File: src/rtl/acqbuf_pkg.sv
// Shared definitions for the acquisition-buffer capture sequencer.
package acqbuf_pkg;

   localparam int unsigned ACQ_DW   = 32;
   localparam int unsigned ACQ_AW   = 10;
   localparam int unsigned ACQ_DLYW = 16;
   localparam int unsigned DEPTH    = 1 << ACQ_AW;

   typedef enum logic [2:0] {
      ST_IDLE,
      ST_ARMED,
      ST_DELAY,
      ST_CAPTURE,
      ST_DONE
   } acq_state_e;

endpackage

File: src/rtl/acqbuf_ctrl_trig_edge.sv
// Registered rising-edge detector for the synchronous capture trigger.
module trig_edge (
   input  logic clk_i,
   input  logic rst_i,
   input  logic sig_i,
   output logic rise_o
);

   logic sig_q;

   always_ff @(posedge clk_i or posedge rst_i) begin
      if (rst_i) begin
         sig_q <= 1'b0;
      end else begin
         sig_q <= sig_i;
      end
   end

   assign rise_o = sig_i & ~sig_q;

endmodule

File: src/rtl/acqbuf_ctrl.sv
// Capture sequencer: arm, wait for trigger, skip a delay, write len samples
// into the acquisition BRAM, then hold done until acknowledged.
module acqbuf_ctrl
   import acqbuf_pkg::*;
#(
   parameter int unsigned DW   = ACQ_DW,
   parameter int unsigned AW   = ACQ_AW,
   parameter int unsigned DLYW = ACQ_DLYW
) (
   input  logic            dspclk,
   input  logic            rst,
   input  logic            arm,
   input  logic            abort,
   input  logic            ack,
   input  logic [AW:0]     len,
   input  logic [DLYW-1:0] dly,
   input  logic            trig,
   input  logic [DW-1:0]   din,
   input  logic            din_valid,
   output logic            bram_we,
   output logic [AW-1:0]   bram_addr,
   output logic [DW-1:0]   bram_din,
   output logic            busy,
   output logic            done,
   output logic [AW:0]     wcount,
   output logic            ovf
);

   localparam logic [AW:0] LEN_MAX = {1'b1, {AW{1'b0}}};

   acq_state_e      state_q, state_d;
   logic [AW:0]     len_q, len_d;
   logic [DLYW-1:0] dly_q, dly_d;
   logic [AW:0]     wcount_q, wcount_d;
   logic            ovf_q, ovf_d;
   logic            we_q, we_d;
   logic [AW-1:0]   addr_q, addr_d;
   logic [DW-1:0]   bdin_q, bdin_d;
   logic            busy_q, busy_d;
   logic            done_q, done_d;

   logic            trig_rise;
   logic            load_cmd;
   logic [AW:0]     wnext;

   trig_edge u_trig_edge (
      .clk_i  (dspclk),
      .rst_i  (rst),
      .sig_i  (trig),
      .rise_o (trig_rise)
   );

   assign wnext = wcount_q + (AW+1)'(1);

   // ack in DONE frees the sequencer, so a simultaneous arm is taken the same cycle
   assign load_cmd = ~abort & arm &
                     ((state_q == ST_IDLE) | ((state_q == ST_DONE) & ack));

   always_comb begin
      state_d  = state_q;
      len_d    = len_q;
      dly_d    = dly_q;
      wcount_d = wcount_q;
      ovf_d    = ovf_q;
      we_d     = 1'b0;
      addr_d   = addr_q;
      bdin_d   = bdin_q;

      if (abort) begin
         state_d = ST_IDLE;
      end else begin
         unique case (state_q)
            ST_IDLE: ;
            ST_ARMED: begin
               if (trig_rise) begin
                  state_d = (dly_q == '0) ? ST_CAPTURE : ST_DELAY;
               end
            end
            ST_DELAY: begin
               if (din_valid) begin
                  dly_d = dly_q - DLYW'(1);
                  if (dly_q == DLYW'(1)) begin
                     state_d = ST_CAPTURE;
                  end
               end
            end
            ST_CAPTURE: begin
               if (len_q == '0) begin
                  state_d = ST_DONE;
               end else if (din_valid) begin
                  we_d     = 1'b1;
                  addr_d   = wcount_q[AW-1:0];
                  bdin_d   = din;
                  wcount_d = wnext;
                  if (wnext == len_q) begin
                     state_d = ST_DONE;
                  end
               end
            end
            ST_DONE: begin
               if (ack) begin
                  state_d = ST_IDLE;
               end
            end
            default: state_d = ST_IDLE;
         endcase
      end

      if (load_cmd) begin
         state_d  = ST_ARMED;
         len_d    = (len > LEN_MAX) ? LEN_MAX : len;
         ovf_d    = (len > LEN_MAX);
         dly_d    = dly;
         wcount_d = '0;
      end

      busy_d = (state_d == ST_ARMED) | (state_d == ST_DELAY) | (state_d == ST_CAPTURE);
      done_d = (state_d == ST_DONE);
   end

   always_ff @(posedge dspclk or posedge rst) begin
      if (rst) begin
         state_q  <= ST_IDLE;
         len_q    <= '0;
         dly_q    <= '0;
         wcount_q <= '0;
         ovf_q    <= 1'b0;
         we_q     <= 1'b0;
         addr_q   <= '0;
         bdin_q   <= '0;
         busy_q   <= 1'b0;
         done_q   <= 1'b0;
      end else begin
         state_q  <= state_d;
         len_q    <= len_d;
         dly_q    <= dly_d;
         wcount_q <= wcount_d;
         ovf_q    <= ovf_d;
         we_q     <= we_d;
         addr_q   <= addr_d;
         bdin_q   <= bdin_d;
         busy_q   <= busy_d;
         done_q   <= done_d;
      end
   end

   assign bram_we   = we_q;
   assign bram_addr = addr_q;
   assign bram_din  = bdin_q;
   assign busy      = busy_q;
   assign done      = done_q;
   assign wcount    = wcount_q;
   assign ovf       = ovf_q;

endmodule

File: config.mk
export PLATFORM = sky130hd
export DESIGN_NAME = acqbuf_ctrl
export DESIGN_NICKNAME = d
export VERILOG_FILES = /design/src/rtl/acqbuf_pkg.sv /design/src/rtl/acqbuf_ctrl_trig_edge.sv /design/src/rtl/acqbuf_ctrl.sv
export SDC_FILE = /design/constraint.sdc
export NUM_CORES = 1
export LEC_CHECK = 0
export ABC_AREA = 1
export ABC_CLOCK_PERIOD_IN_PS = 4100
export BUFFER_PORTS_ARGS = -buffer_cell sky130_fd_sc_hd__buf_2
export CAP_MARGIN = 20
export CELL_PAD_IN_SITES_DETAIL_PLACEMENT = 1
export CELL_PAD_IN_SITES_GLOBAL_PLACEMENT = 1
export CORE_ASPECT_RATIO = 1.2
export CORE_MARGIN = 2
export CORE_UTILIZATION = 37
export DETAILED_ROUTE_END_ITERATION = 12
export PLACE_DENSITY_LB_ADDON = 0.1
export SYNTH_ARGS = -nofsm -noshare
export SYNTH_HDL_FRONTEND = slang
export SYNTH_HIERARCHICAL = 1
export SYNTH_SLANG_ARGS = --single-unit
File: constraint.sdc
create_clock -name dspclk -period 4.1 [get_ports dspclk]
set_clock_uncertainty 0.2 [all_clocks]
set_input_delay 0.82 -clock dspclk [delete_from_list [all_inputs] [get_ports dspclk]]
set_output_delay 0.82 -clock dspclk [all_outputs]
set_load 0.01 [all_outputs]
==> results of run 1 <==
-- stage by stage --
| stage | cells | power [W] | setup slack (ps) |
|---|---|---|---|
| final | 818 | 0.00243 | 1810 |
| after detailed placement | 804 | 0.00163 | 1500 |
| after CTS | 818 | 0.00246 | 1780 |
| after global placement | 804 | 0.00161 | 1550 |
| after floorplan | 537 | 0.00142 | 830 |
| after global routing | 818 | 0.00258 | 1480 |
-- worst max-delay path, cell delays in order (launching register included) --
cell and delay [ps]:
dfrtp_1 460, ha_1 240, nand2_2 110, nor2_1 150, nand2_1 70, nand2_1 80
nand2_1 90, nand2_1 70, nand2_1 40, nor2_1 120, nand3_1 140, o21bai_2 160
nand2_1 90, nand2_1 90, nand3_1 80
-- layer usage --
layer | part of all wire | track usage | vias up
li1 | - | - | 1978
met1 | 0.44 | 0.243 | 1882
met2 | 0.51 | 0.353 | 89
met3 | 0.036 | 0.0363 | 11
met4 | 0.012 | 0.0617 | 0
met5 | 0 | 0 | -
-- synthesized netlist by cell type (all sizes together) --
cell type / number
nand2: 200
dfrtp: 88
inv: 59
nor2: 39
o21ai: 39
nand3: 33
a21oi: 12
buf: 10
o22ai: 10
o211ai: 8
clkbuf: 6
nor3: 5
a31oi: 4
nand4: 4
nor4: 4
ha: 3
o311ai: 3
xor2: 3
a211oi: 2
a22o: 1
a32o: 1
mux2i: 1
o21a: 1
o21bai: 1
-- power by group through the flow --
stage / logic (W) / registers, W / clock network [W]
6_report: 0.000501 / 0.00111 / 0.000822
5_1_grt: 0.000575 / 0.00112 / 0.000877
4_1_cts: 0.000511 / 0.00111 / 0.000837
3_5_place_dp: 0.000508 / 0.00112 / 0
3_3_place_gp: 0.000493 / 0.00112 / 0
2_1_floorplan: 0.000281 / 0.00114 / 0
-- worst min path at each step --
| stage | to | depth (start not counted) |
|---|---|---|
| floorplan | dly_q[15] | 2 |
| global placement | bram_din[8] | 2 |
| detailed placement | bram_din[8] | 2 |
| CTS | u_trig_edge/sig_q | 2 |
| global route | u_trig_edge/sig_q | 2 |
| finish | u_trig_edge/sig_q | 2 |
-- cell type report --
class / count / area, µm²
fillers: 1411 / 5790
flip-flops and latches: 88 / 2200
multi-input cells: 374 / 1730
repair buffers: 129 / 663
clock buffers: 11 / 253
inverters: 59 / 223
well taps: 154 / 193
clock inverters: 3 / 42.5
-- registers in the layout, indices dropped and copies added (netlist names) --
signal,flops
ovf,1
bram_din,32
bram_addr,10
busy,1
bram_we,1
done,1
wcount,11
dly_q,16
state_q,3
len_q,11
u_trig_edge/sig_q,1
-- kinds of logic after synthesis --
| family | Yosys count |
|---|---|
| DFF | 88 |
| adders and majority gates | 3 |
| muxes | 1 |
| xor gates and xnor gates | 3 |
| and+or+nand+nor | 285 |
| AOI/OAI and AO/OA | 82 |
| buffers and inverters | 75 |
==> flow_metrics.tcl, run 1 <==
set metrics [dict create \
    p_int_w 0.00171 \
    p_sw_frac 0.298 \
    tns_ps 0 \
    rows 42 \
    crit_path_start_kind "register" \
    synth_area_leader_cell "dfrtp_1" \
    cts_tree "built" \
    synth_adder_area_share 0.00889 \
    die_width_um 102 \
    synth_xor_area_frac 0.00622 \
    required_ps 4110 \
    seq_power_share 0.455 \
    rr_endpoint "busy" \
    clockPowerShare 0.338 \
    synth-simple-area-share 0.276 \
    grtUsageTotal 0.200 \
    maxSlewHeadroom 0.576 \
    grt_antenna_before_repair 0 \
    antenna_left 0 \
    gp_congestion 0.845 \
    setup_violations 0 \
    finalCritPeriodShare 0.559 \
    reg2reg_depth 14 \
    synth_area_um2 4220 \
    place.port_buffers 122 \
    clkTransAtPathRegs_ps 60 \
    final_nets 730 \
    cp_data_arrival_time_ps 2300 \
    synth_seq_cells 88 \
    status "finished, final reports clean" \
    endpoint "busy" \
    dr.pass1.iters 4 \
    finish.utilization 0.478 \
    whs_ps 128 \
    dp_hpwl_um 9290 \
    critical_path_class "register to register" \
    worst_pin_slew_ps 635 \
    cap_violations 0 \
    ctsResizeCount 0 \
    power_frac_comb 0.206 \
    rsz0062_at_grt "false" \
    start_util 0.381 \
    cts_inserted_buffers 9 \
    synthTopCellsByArea "dfrtp_1, nand2_1, inv_1" \
    grt_pass1_wl_um 19300 \
    synth_top_family_by_area "simple AND/OR/NAND/NOR gates" \
    ys_types 31 \
    detail_route.vias_per_cell 4.84 \
    final_common_cell "nand2_1" \
    cts_hold_buf 0 \
    max_freq_ghz 0.437 \
    synth_compound_area_frac 0.114 \
    n_antenna_cell 0 \
    synth_top_area_frac 0.522 \
    cts_max_path_buffers 2 \
    powerDensity_nw_per_um2 458 \
    wl_per_cell_um 14.6 \
    post_dp_cell_area_um2 5010 \
    crit_path_end_kind "register" \
    design_area_um2 5300 \
    syn_inst 537 \
    route.detailed.drc 0 \
    cts_sinks 88 \
    insertion_delay_ps 330 \
    final_max_slew_viol_count 0 \
    cp-startpoint "wcount[0]" \
    grt_pass1_vias 4105 \
    worst_hold_path_type "input port to async pin" \
    synth_mux_area_frac 0.00237 \
    die-area_um2 12300 \
    r2r-start "wcount[0]" \
    postCtsSetupRepairBufs 0 \
    htree_levels 3 \
    cts-root-buf "clkbuf_16" \
    num_vias 3960 \
    drt_iter0_markers 99 \
    switchingPower_w 0.000723 \
    chipHeight_um 121 \
    vdd_drop_max_mv 0.209 \
    ios 123 \
    layout_min_cycle_time_ps 2290 \
    crit_fanout 6 \
    syn_nets 606 \
    most-common-layout-cells "nand2_1, buf_2, dfrtp_1" \
    reg2reg_slack_ps 1810 \
    syn_avg_cell_area_um2 7.86 \
    hold_viol_final 0 \
    grt_max_degree 58 \
    synth-seq-area-share 0.522 \
    ys_warn_count 6 \
    drive_above_1_share 0.236 \
    p_leak_nw 2.84 \
    core_area_um2 11100 \
    drt_wl_total_um 12000 \
    area_delta_synth_final_pct 25.6 \
    grt_overflow 0 \
]
No activity file was read; power rests on OpenSTA's default activity.
==> run 2: changes to the inputs <==
Settings changed: ABC_CLOCK_PERIOD_IN_PS 4100 to 2200.
Clock period 4.1 ns to 2.2 ns, I/O delays scaled along.
==> flow_metrics.tcl, run 2 (synthesis results as in run 1) <==
set metrics [dict create \
    p_sw_frac 0.301 \
    vdd_drop_max_mv 0.348 \
    required_ps 2220 \
    chipHeight_um 121 \
    clockPowerShare 0.350 \
    hold_viol_final 0 \
    crit_fanout 6 \
    crit_path_start_kind "register" \
    seq_power_share 0.443 \
    crit_path_end_kind "register" \
    clkTransAtPathRegs_ps 60 \
    final_nets 740 \
    drt_iter0_markers 121 \
    htree_levels 3 \
    place.port_buffers 122 \
    p_int_w 0.00327 \
    powerDensity_nw_per_um2 849 \
    gp_congestion 0.860 \
    wl_per_cell_um 15.0 \
    maxSlewHeadroom 0.653 \
    final_common_cell "nand2_1" \
    dp_cells 809 \
    cts-root-buf "clkbuf_16" \
    die-area_um2 12300 \
    finalCritPeriodShare 0.956 \
    final_cells 830 \
    die_width_um 102 \
    num_vias 4098 \
    power_frac_comb 0.207 \
    most-common-layout-cells "nand2_1, buf_2, dfrtp_1" \
    worst_pin_slew_ps 520 \
    detail_route.vias_per_cell 4.94 \
    antenna_left 0 \
    cp_data_arrival_time_ps 2130 \
    largest_reg_flops 32 \
    switchingPower_w 0.00141 \
    cts_tree "built" \
    area_delta_synth_final_pct 30.4 \
    critical_path_class "register to register" \
    final_max_slew_viol_count 0 \
    cts_max_path_buffers 2 \
    ios 123 \
    p_leak_nw 2.92 \
    n_antenna_cell 0 \
    start_util 0.381 \
    insertion_delay_ps 340 \
    rsz0062_at_grt "true" \
    dp_hpwl_um 9150 \
    fillers 1405 \
    grt_max_degree 49 \
    tns_ps 0 \
    max_freq_ghz 0.475 \
    post_dp_cell_area_um2 5070 \
    cts_inserted_buffers 9 \
    grtUsageTotal 0.210 \
    layout_min_cycle_time_ps 2100 \
    design_area_um2 5510 \
    worst_hold_path_type "input port to register" \
    cts_sinks 88 \
    dr.pass1.iters 4 \
    drive_above_1_share 0.266 \
    core_area_um2 11100 \
    grt_pass1_wl_um 20300 \
    rows 42 \
    cap_violations 0 \
    drt_wl_total_um 12400 \
    route.detailed.drc 0 \
    status "finished, final reports clean" \
    grt_overflow 0 \
    setup_violations 0 \
    grt_pass1_vias 4348 \
    grt_antenna_before_repair 0 \
]
[run 2: layout make-up]
type                       count  area [µm²]  area share
clock inverter                 7        96.3      0.0175
timing repair buffer         139         769       0.140
multi-input combinational    374        1790       0.325
tap                          154         193      0.0350
clock buffer                   9         225      0.0409
sequential                    88        2200       0.400
inverter                      59         228      0.0414
[run 2: worst paths after layout]
kind	slack, ps	cells past startpoint	endpoint	startpoint
setup / recovery	100	12	busy	wcount[1]
hold / removal	30	1	u_trig_edge/sig_q	trig
setup reg to reg	100	12	busy	wcount[1]
hold reg to reg	270	2	bram_din[14]	bram_din[14]
max in group asynchronous	790	4	bram_addr[3]	rst
min in group asynchronous	300	3	u_trig_edge/sig_q	rst
[run 2: layer usage]
layer,up-vias,part of all wire,global-route usage
met3,21,0.044,0.0380
met2,105,0.52,0.374
met4,0,0.023,0.0828
met5,-,0,0
met1,1974,0.42,0.247
li1,1998,-,-
[run 2: worst max-delay path: stages (launching register included)]
cell      delay, ps
dfrtp_1         430
ha_4            190
nand2_4          70
nor2_4          190
nand4_1         160
nand2_1         110
nand2_1          60
nand2_1          70
nand3_2         120
o21bai_4        170
nand2_1          70
nand2_2          80
nand3_2          70
[run 2: stage by stage]
stage           util  setup slack (ps)  total power [W]  hold slack (ps)
2_1_floorplan      -               220          0.00264            -31.3
3_3_place_gp   0.457               147          0.00300              106
3_5_place_dp   0.457              42.9          0.00305              109
4_1_cts        0.487             0.899          0.00472             12.2
5_1_grt        0.497             -66.1          0.00498             23.2
6_report       0.497              96.6          0.00467             26.7
[run 2: repair_timing]
item / 4_1_cts / 5_1_grt
setup endpoints to repair: 0 / 34
hold buffers: 1 / 0
resized for setup: 0 / 19
hold endpoints to repair: 49 / 0
buffers inserted: 0 / 4
[run 2: power by group through the flow]
stage	Sequential, W	Clock, W	Combinational, W
after floorplan	0.00212	0	0.000524
after global placement	0.00208	0	0.000923
after detailed placement	0.00209	0	0.000955
after CTS	0.00206	0.00169	0.000971
after global routing	0.00210	0.00176	0.00112
final	0.00207	0.00164	0.000969
